$ cat config.mk
export PLATFORM = sky130hd
export DESIGN_NAME = sa_ctrl
export DESIGN_NICKNAME = d
export VERILOG_FILES = /design/src/rtl/sa_pkg.sv /design/src/rtl/sa_beat_cnt.sv /design/src/rtl/sa_ctrl.sv
export SDC_FILE = /design/constraint.sdc
export NUM_CORES = 1
export LEC_CHECK = 0
export CAP_MARGIN = 20
export CORE_MARGIN = 10
export CORE_UTILIZATION = 33
export DETAILED_ROUTE_END_ITERATION = 7
export HOLD_SLACK_MARGIN = 0.08
export PLACE_DENSITY = 0.9
export SYNTH_ARGS = -nofsm -noshare
export SYNTH_HDL_FRONTEND = slang
export SYNTH_SLANG_ARGS = --single-unit
$ cat constraint.sdc
create_clock -name clk_i -period 2 [get_ports clk_i]
set_input_delay 0.4 -clock clk_i [delete_from_list [all_inputs] [get_ports clk_i]]
set_output_delay 0.4 -clock clk_i [all_outputs]
set_load 0.05 [all_outputs]
$ cat src/rtl/sa_pkg.sv
// -----------------------------------------------------------------------------
// sa_pkg
// Shared types and default constants for the systolic-array controller.
//   sa_state_e      : controller FSM state encoding
//   SA_*            : default parameter values picked up by sa_ctrl
//   sa_max          : larger of two integers
//   sa_clog2_min1   : ceil(log2(n)), never less than 1 (safe vector width)
// -----------------------------------------------------------------------------
package sa_pkg;

    localparam int SA_ARRAY_WIDTH  = 8;
    localparam int SA_ARRAY_HEIGHT = 8;
    localparam int SA_X_W          = 8;
    localparam int SA_W_W          = 8;
    localparam int SA_RBUF_DEPTH   = 8;
    localparam int SA_TIMEOUT_CYC  = 1024;

    typedef enum logic [2:0] {
        ST_IDLE   = 3'd0,
        ST_LOAD_W = 3'd1,
        ST_LOAD_X = 3'd2,
        ST_START  = 3'd3,
        ST_WAIT   = 3'd4,
        ST_DONE   = 3'd5
    } sa_state_e;

    function automatic int sa_max(input int a, input int b);
        return (a > b) ? a : b;
    endfunction

    function automatic int sa_clog2_min1(input int n);
        return (n <= 2) ? 1 : $clog2(n);
    endfunction

endpackage

$ cat src/rtl/sa_beat_cnt.sv
// -----------------------------------------------------------------------------
// sa_beat_cnt
// Shared beat counter for the weight load, activation load and result phases.
// Counts up from zero so the count doubles as the write address; the
// terminal-count flag compares against a value supplied per phase.
// Ports:
//   clk_i, rst_ni : clock, asynchronous active-low reset
//   clr_i         : synchronous clear (wins over en_i)
//   en_i          : advance by one
//   tc_val_i      : terminal count for the current phase
//   cnt_o         : current count
//   tc_o          : cnt_o equals tc_val_i
// -----------------------------------------------------------------------------
module sa_beat_cnt #(
    parameter int CNT_W = 6
) (
    input  logic             clk_i,
    input  logic             rst_ni,
    input  logic             clr_i,
    input  logic             en_i,
    input  logic [CNT_W-1:0] tc_val_i,
    output logic [CNT_W-1:0] cnt_o,
    output logic             tc_o
);

    logic [CNT_W-1:0] r_cnt;

    always_ff @(posedge clk_i or negedge rst_ni) begin
        if (!rst_ni) begin
            r_cnt <= '0;
        end else if (clr_i) begin
            r_cnt <= '0;
        end else if (en_i) begin
            r_cnt <= r_cnt + CNT_W'(1);
        end
    end

    assign cnt_o = r_cnt;
    assign tc_o  = (r_cnt == tc_val_i);

endmodule

$ cat src/rtl/sa_ctrl.sv
// -----------------------------------------------------------------------------
// sa_ctrl
// Job sequencer for a systolic array: loads weights (unless skipped), fills
// the per-row read buffers with activations, fires the array, then waits for
// RBUF_DEPTH result beats on the last column.
//
// Build option: define SA_CTRL_TIMEOUT_EN to enable the WAIT watchdog. After
// TIMEOUT_CYC cycles in WAIT without completion, err_o pulses on the last
// WAIT cycle and the job is dropped (no done_o). Without it err_o is 0 and
// WAIT has no time limit.
//
// Ports:
//   clk_i, rst_ni                    : clock, asynchronous active-low reset
//   cmd_v_i/cmd_ready_o/cmd_skip_w_i : job handshake, skip keeps loaded weights
//   w_data_i/w_v_i/w_ready_o         : weight stream
//   x_data_i/x_v_i/x_ready_o         : activation stream
//   arr_w_o/arr_w_addr_o/arr_w_en_o  : array weight write port
//   arr_rbuf_waddr_o/_wdata_o/_w_vo  : read-buffer write, {row, entry}
//   arr_start_vo                     : one-cycle array start
//   arr_mac_v_i                      : per-column result valid
//   busy_o, done_o, err_o            : status
//
// state   | meaning
// --------+-----------------------------------------------------------
// IDLE    | ready for a command
// LOAD_W  | streaming ARRAY_WIDTH*ARRAY_HEIGHT weights into the array
// LOAD_X  | streaming ARRAY_HEIGHT*RBUF_DEPTH activations into rbufs
// START   | one-cycle start pulse to the array
// WAIT    | counting last-column result valids up to RBUF_DEPTH
// DONE    | one-cycle completion pulse
// -----------------------------------------------------------------------------
module sa_ctrl
    import sa_pkg::*;
#(
    parameter int ARRAY_WIDTH  = SA_ARRAY_WIDTH,
    parameter int ARRAY_HEIGHT = SA_ARRAY_HEIGHT,
    parameter int X_W          = SA_X_W,
    parameter int W_W          = SA_W_W,
    parameter int RBUF_DEPTH   = SA_RBUF_DEPTH,
    parameter int TIMEOUT_CYC  = SA_TIMEOUT_CYC
) (
    input  logic                                                clk_i,
    input  logic                                                rst_ni,
    input  logic                                                cmd_v_i,
    output logic                                                cmd_ready_o,
    input  logic                                                cmd_skip_w_i,
    input  logic [W_W-1:0]                                      w_data_i,
    input  logic                                                w_v_i,
    output logic                                                w_ready_o,
    input  logic [X_W-1:0]                                      x_data_i,
    input  logic                                                x_v_i,
    output logic                                                x_ready_o,
    output logic [W_W-1:0]                                      arr_w_o,
    output logic [$clog2(ARRAY_WIDTH*ARRAY_HEIGHT)-1:0]         arr_w_addr_o,
    output logic                                                arr_w_en_o,
    output logic [$clog2(ARRAY_HEIGHT)+$clog2(RBUF_DEPTH)-1:0]  arr_rbuf_waddr_o,
    output logic [X_W-1:0]                                      arr_rbuf_wdata_o,
    output logic                                                arr_rbuf_w_vo,
    output logic                                                arr_start_vo,
    input  logic [ARRAY_WIDTH-1:0]                              arr_mac_v_i,
    output logic                                                busy_o,
    output logic                                                done_o,
    output logic                                                err_o
);

    localparam int LP_NW    = ARRAY_WIDTH * ARRAY_HEIGHT;
    localparam int LP_NX    = ARRAY_HEIGHT * RBUF_DEPTH;
    localparam int LP_WA_W  = $clog2(LP_NW);
    localparam int LP_ROW_W = $clog2(ARRAY_HEIGHT);
    localparam int LP_ENT_W = $clog2(RBUF_DEPTH);
    localparam int LP_CNT_W = sa_clog2_min1(sa_max(LP_NW, LP_NX));

    sa_state_e             r_state;
    sa_state_e             w_state_nxt;
    logic [LP_CNT_W-1:0]   w_cnt;
    logic [LP_CNT_W-1:0]   w_tc_val;
    logic                  w_cnt_tc;
    logic                  w_cnt_en;
    logic                  w_cnt_clr;
    logic                  w_res_beat;
    logic                  w_res_last;
    logic                  w_timeout;
    logic                  w_unused_mac;

    // Only the last column marks a completed output row.
    assign w_res_beat   = (r_state == ST_WAIT) && arr_mac_v_i[ARRAY_WIDTH-1];
    assign w_res_last   = w_res_beat && w_cnt_tc;
    assign w_unused_mac = ^arr_mac_v_i;

    // -------------------------------------------------------------------------
    // State register
    // -------------------------------------------------------------------------
    always_ff @(posedge clk_i or negedge rst_ni) begin
        if (!rst_ni) begin
            r_state <= ST_IDLE;
        end else begin
            r_state <= w_state_nxt;
        end
    end

    // Terminal count per phase; kept apart from next-state so the tc flag
    // does not loop back into the process that produces its compare value.
    always_comb begin
        w_tc_val = '0;
        case (r_state)
            ST_LOAD_W: w_tc_val = LP_CNT_W'(LP_NW - 1);
            ST_LOAD_X: w_tc_val = LP_CNT_W'(LP_NX - 1);
            ST_WAIT:   w_tc_val = LP_CNT_W'(RBUF_DEPTH - 1);
            default:   w_tc_val = '0;
        endcase
    end

    // -------------------------------------------------------------------------
    // Next state and counter enable
    // -------------------------------------------------------------------------
    always_comb begin
        w_state_nxt = r_state;
        w_cnt_en    = 1'b0;
        case (r_state)
            ST_IDLE: begin
                if (cmd_v_i) begin
                    w_state_nxt = cmd_skip_w_i ? ST_LOAD_X : ST_LOAD_W;
                end
            end
            ST_LOAD_W: begin
                w_cnt_en = w_v_i;
                if (w_v_i && w_cnt_tc) begin
                    w_state_nxt = ST_LOAD_X;
                end
            end
            ST_LOAD_X: begin
                w_cnt_en = x_v_i;
                if (x_v_i && w_cnt_tc) begin
                    w_state_nxt = ST_START;
                end
            end
            ST_START: begin
                w_state_nxt = ST_WAIT;
            end
            ST_WAIT: begin
                w_cnt_en = w_res_beat;
                // A completing beat wins over a watchdog expiring the same cycle.
                if (w_res_last) begin
                    w_state_nxt = ST_DONE;
                end else if (w_timeout) begin
                    w_state_nxt = ST_IDLE;
                end
            end
            ST_DONE: begin
                w_state_nxt = ST_IDLE;
            end
            default: begin
                w_state_nxt = ST_IDLE;
            end
        endcase
    end

    // Every phase starts its count from zero.
    assign w_cnt_clr = (r_state != w_state_nxt) || (r_state == ST_IDLE);

    sa_beat_cnt #(
        .CNT_W (LP_CNT_W)
    ) u_beat_cnt (
        .clk_i    (clk_i),
        .rst_ni   (rst_ni),
        .clr_i    (w_cnt_clr),
        .en_i     (w_cnt_en),
        .tc_val_i (w_tc_val),
        .cnt_o    (w_cnt),
        .tc_o     (w_cnt_tc)
    );

    // -------------------------------------------------------------------------
    // Watchdog
    // -------------------------------------------------------------------------
`ifdef SA_CTRL_TIMEOUT_EN
    localparam int LP_WD_W = sa_clog2_min1(TIMEOUT_CYC + 1);

    logic [LP_WD_W-1:0] r_wd_cnt;

    always_ff @(posedge clk_i or negedge rst_ni) begin
        if (!rst_ni) begin
            r_wd_cnt <= '0;
        end else if (r_state == ST_WAIT) begin
            r_wd_cnt <= r_wd_cnt + LP_WD_W'(1);
        end else begin
            r_wd_cnt <= '0;
        end
    end

    assign w_timeout = (r_state == ST_WAIT) && (r_wd_cnt == LP_WD_W'(TIMEOUT_CYC - 1));
    assign err_o     = w_timeout && !w_res_last;
`else
    logic [31:0] w_unused_timeout;

    assign w_unused_timeout = TIMEOUT_CYC;
    assign w_timeout        = 1'b0;
    assign err_o            = 1'b0;
`endif

    // -------------------------------------------------------------------------
    // Outputs
    // -------------------------------------------------------------------------
    // Held low while reset is asserted even though the state is already IDLE.
    assign cmd_ready_o = (r_state == ST_IDLE) && rst_ni;
    assign busy_o      = (r_state != ST_IDLE);
    assign done_o      = (r_state == ST_DONE);

    always_comb begin
        w_ready_o        = 1'b0;
        x_ready_o        = 1'b0;
        arr_w_o          = '0;
        arr_w_addr_o     = '0;
        arr_w_en_o       = 1'b0;
        arr_rbuf_waddr_o = '0;
        arr_rbuf_wdata_o = '0;
        arr_rbuf_w_vo    = 1'b0;
        arr_start_vo     = 1'b0;
        case (r_state)
            ST_LOAD_W: begin
                w_ready_o    = 1'b1;
                arr_w_en_o   = w_v_i;
                arr_w_o      = w_data_i;
                arr_w_addr_o = LP_WA_W'(w_cnt);
            end
            ST_LOAD_X: begin
                x_ready_o        = 1'b1;
                arr_rbuf_w_vo    = x_v_i;
                arr_rbuf_wdata_o = x_data_i;
                // Linear beat index split into {row, entry}.
                arr_rbuf_waddr_o = {LP_ROW_W'(32'(w_cnt) / RBUF_DEPTH),
                                    LP_ENT_W'(32'(w_cnt) % RBUF_DEPTH)};
            end
            ST_START: begin
                arr_start_vo = 1'b1;
            end
            default: begin
            end
        endcase
    end

endmodule

==> qor.txt <==
status -> finished with violations
failing checks -> setup timing
most frequent cells in the layout -> buf_12, clkdlybuf4s50_1, buf_4, and3_1
First DRT Iteration DRCs -> 127
Pins Over Slew Limit -> 0
Layout fillers -> 124
Tmin final -> 2040 ps
Layout area overhead -> 139%
CP Cell Sequence -> or3b_1, mux2i_1, o22ai_1, nand2_1, a221o_1
layout cells sized above 1 -> 46.6%
crit path launch type -> flop
CTS Buf Count -> 3
# rows -> 18
crit-path max FO -> 10
first-pass GRT wire length -> 6.33 mm
gr ovfl total -> 0
routed vias/inst -> 5.42
cell area after synthesis -> 836 um^2
CP peak stage delay -> 490 ps
XOR/XNOR share of the synthesized area -> 6.29%
Clk Latency, worst-skew pair -> 250 ps
LEAKAGE -> 0.000920 uW
DRT Pass-1 Iters -> 4
WL per Instance -> 22.7 um
Total GRT Usage -> 15.5%
Synth Area in Simple Gates -> 45.1%
total wire length -> 4.68 mm
IO buf count -> 58
hold crit path type -> in -> async
total of max-cap violations -> 0
initial antenna violation count -> 0
Post-CTS Hold Buffers -> 0
post-synthesis async set-or-reset flop share -> 100%
sequential cell area fraction in the yosys report -> 26.9%
CTS tree -> built
mux cell area share after synthesis -> 2.40%
H-tree depth -> 1
Finished Cell Area -> 0.00200 mm^2
worst setup path class -> reg -> reg
die area -> 0.00495 mm^2
compound-cell area share of the yosys netlist -> 11.8%
total power -> 2470 uW
largest area contributor in the netlist -> dfrtp_1
Worst Skew -> 0.927 ps
Setup-failing EPs final -> 4
clk sinks -> 9
Residual DRC -> 0
pwr dens -> 1240 mW/mm^2
n_diodes -> 0
vias -> 1,116
Post-Syn Area per Cell -> 8.04 um^2
Placed Area -> 0.00189 mm^2
largest net degree at the start of global routing -> 16
Syn. warnings -> 0
synthesized-area fraction occupied by adder cells -> 1.50%
detailed placer's ending HPWL -> 3.43 mm
post-route ant nets -> 0
DIE WIDTH -> 70.3 um
top post-synthesis cells by area -> dfrtp_1, and2_1, and3_1, xor2_1, nor2_1
fmax -> 489 MHz
Placeable Area -> 0.00245 mm^2
Fin. Hold Viols -> 0
die height -> 70.3 um
initial core utilization -> 34.0%
Crit-path slowest cell -> dfrtp_2
Setup crit end kind -> flop
RSZ-0062 raised after global routing -> true
CP Data Required Time -> 2120 ps
Clock Path Buffers -> 2
commonest non-fill, non-tap cell in the layout -> buf_12
largest family of logic cells by synthesized area -> simple AND/OR/NAND/NOR gates
Final Net Count -> 208
Final Cycle Share -> 102%
synthesized instance count -> 104
post-synth net total -> 135
crit-path leading delay family -> compound AO/OA/AOI/OAI gates
Synth cell types -> 34
Top FF cell, synth -> dfrtp_1
GP Congestion -> 0.804
Top Ports -> 67
Worst Path Arrival -> 2170 ps
post-route worst setup slack -> -44.9 ps
Crit path buffers/inverters -> 0
VDD IR-drop max -> 1.12 mV
Clock transition at path regs -> 60 ps
number of synthesized flops with an enable pin -> 0
synthesized flop and latch total -> 9
Yosys top cell area share -> 26.9%
root buf cell -> clkbuf_4
vias in the first global route -> 1,053
## power by group
part           internal (uW)  switching [uW]  total [uW]
combinational            961            1100        2060
clock                   76.4            55.5         132
sequential               217            63.7         281
## area by class of cell
| class | instances | area [um^2] | area share [%] |
|---|---|---|---|
| repair buffers | 76 | 1080 | 54.2 |
| multi-input cells | 86 | 621 | 31.0 |
| flip-flops and latches | 9 | 228 | 11.4 |
| well taps | 30 | 37.5 | 1.88 |
| clock buffers | 4 | 26.3 | 1.31 |
| inverters | 1 | 3.75 | 0.188 |
## timing repair
item / 4_1_cts / 5_1_grt
pin swaps: 0 / 1
buffers inserted: 1 / 3
setup endpoints to repair: 18 / 34
gates resized for setup: 4 / 13
cloned: 0 / 1
## synth_stat cells (2+ instances only)
| master | count |
|---|---|
| and2_1 | 16 |
| and3_1 | 15 |
| nor2_1 | 10 |
| dfrtp_1 | 9 |
| clkbuf_1 | 5 |
| o21ai_0 | 5 |
| xor2_1 | 5 |
| nand2_1 | 4 |
| a21oi_1 | 3 |
| nand3b_1 | 3 |
| mux2i_1 | 2 |
| nor3_1 | 2 |
| nor3b_1 | 2 |
| o2111ai_1 | 2 |
| or2_2 | 2 |
## per-layer routing
metal  GRT usage, %  vias to the layer above  share of wire [%]
met2           28.1                       88                 50
met4           5.26                        0                3.8
met1           17.1                      502                 36
li1               -                      508                  -
met3           3.25                       18                 11
met5              0                        -                  0
## cells by family after synthesis
group,count (synthesis)
xor+xnor,6
flops,9
compound gates,15
fa+ha+maj,1
simple gates,61
mux,2
buf+inv,9
other cells,1
## state kept, by name, summed over array words and instances (netlist names)
name              cells
r_state               3
u_beat_cnt.cnt_o      6
## worst paths after layout
kind                                      start                    to  slack [ps]  cells past startpoint
max reg2reg                r_state[1]$_DFF_PN0_  r_state[0]$_DFF_PN0_         -40                      5
max in group asynchronous                rst_ni  r_state[1]$_DFF_PN0_        1390                      2
min                                      rst_ni  r_state[2]$_DFF_PN0_         470                      2
min in group clk_i         r_state[0]$_DFF_PN0_  r_state[1]$_DFF_PN0_         610                      1
min reg2reg                r_state[0]$_DFF_PN0_  r_state[1]$_DFF_PN0_         610                      1
max                        r_state[1]$_DFF_PN0_  r_state[0]$_DFF_PN0_         -40                      5
## metrics by stage
stage | utilization, % | setup slack, ps | TNS (ps) | instances | hold slack, ps
detailed placement | 77.1 | -124 | -335 | 197 | 604
global route | 81.4 | -137 | -1080 | 206 | 473
global placement | 77.1 | -29.4 | -80.4 | 197 | 590
floorplan | - | 13.3 | 0 | 104 | 104
finish | 81.4 | -44.9 | -78.2 | 206 | 468
CTS | 79.2 | 10.0 | 0 | 202 | 460
No activity file was read; power rests on OpenSTA's default activity.
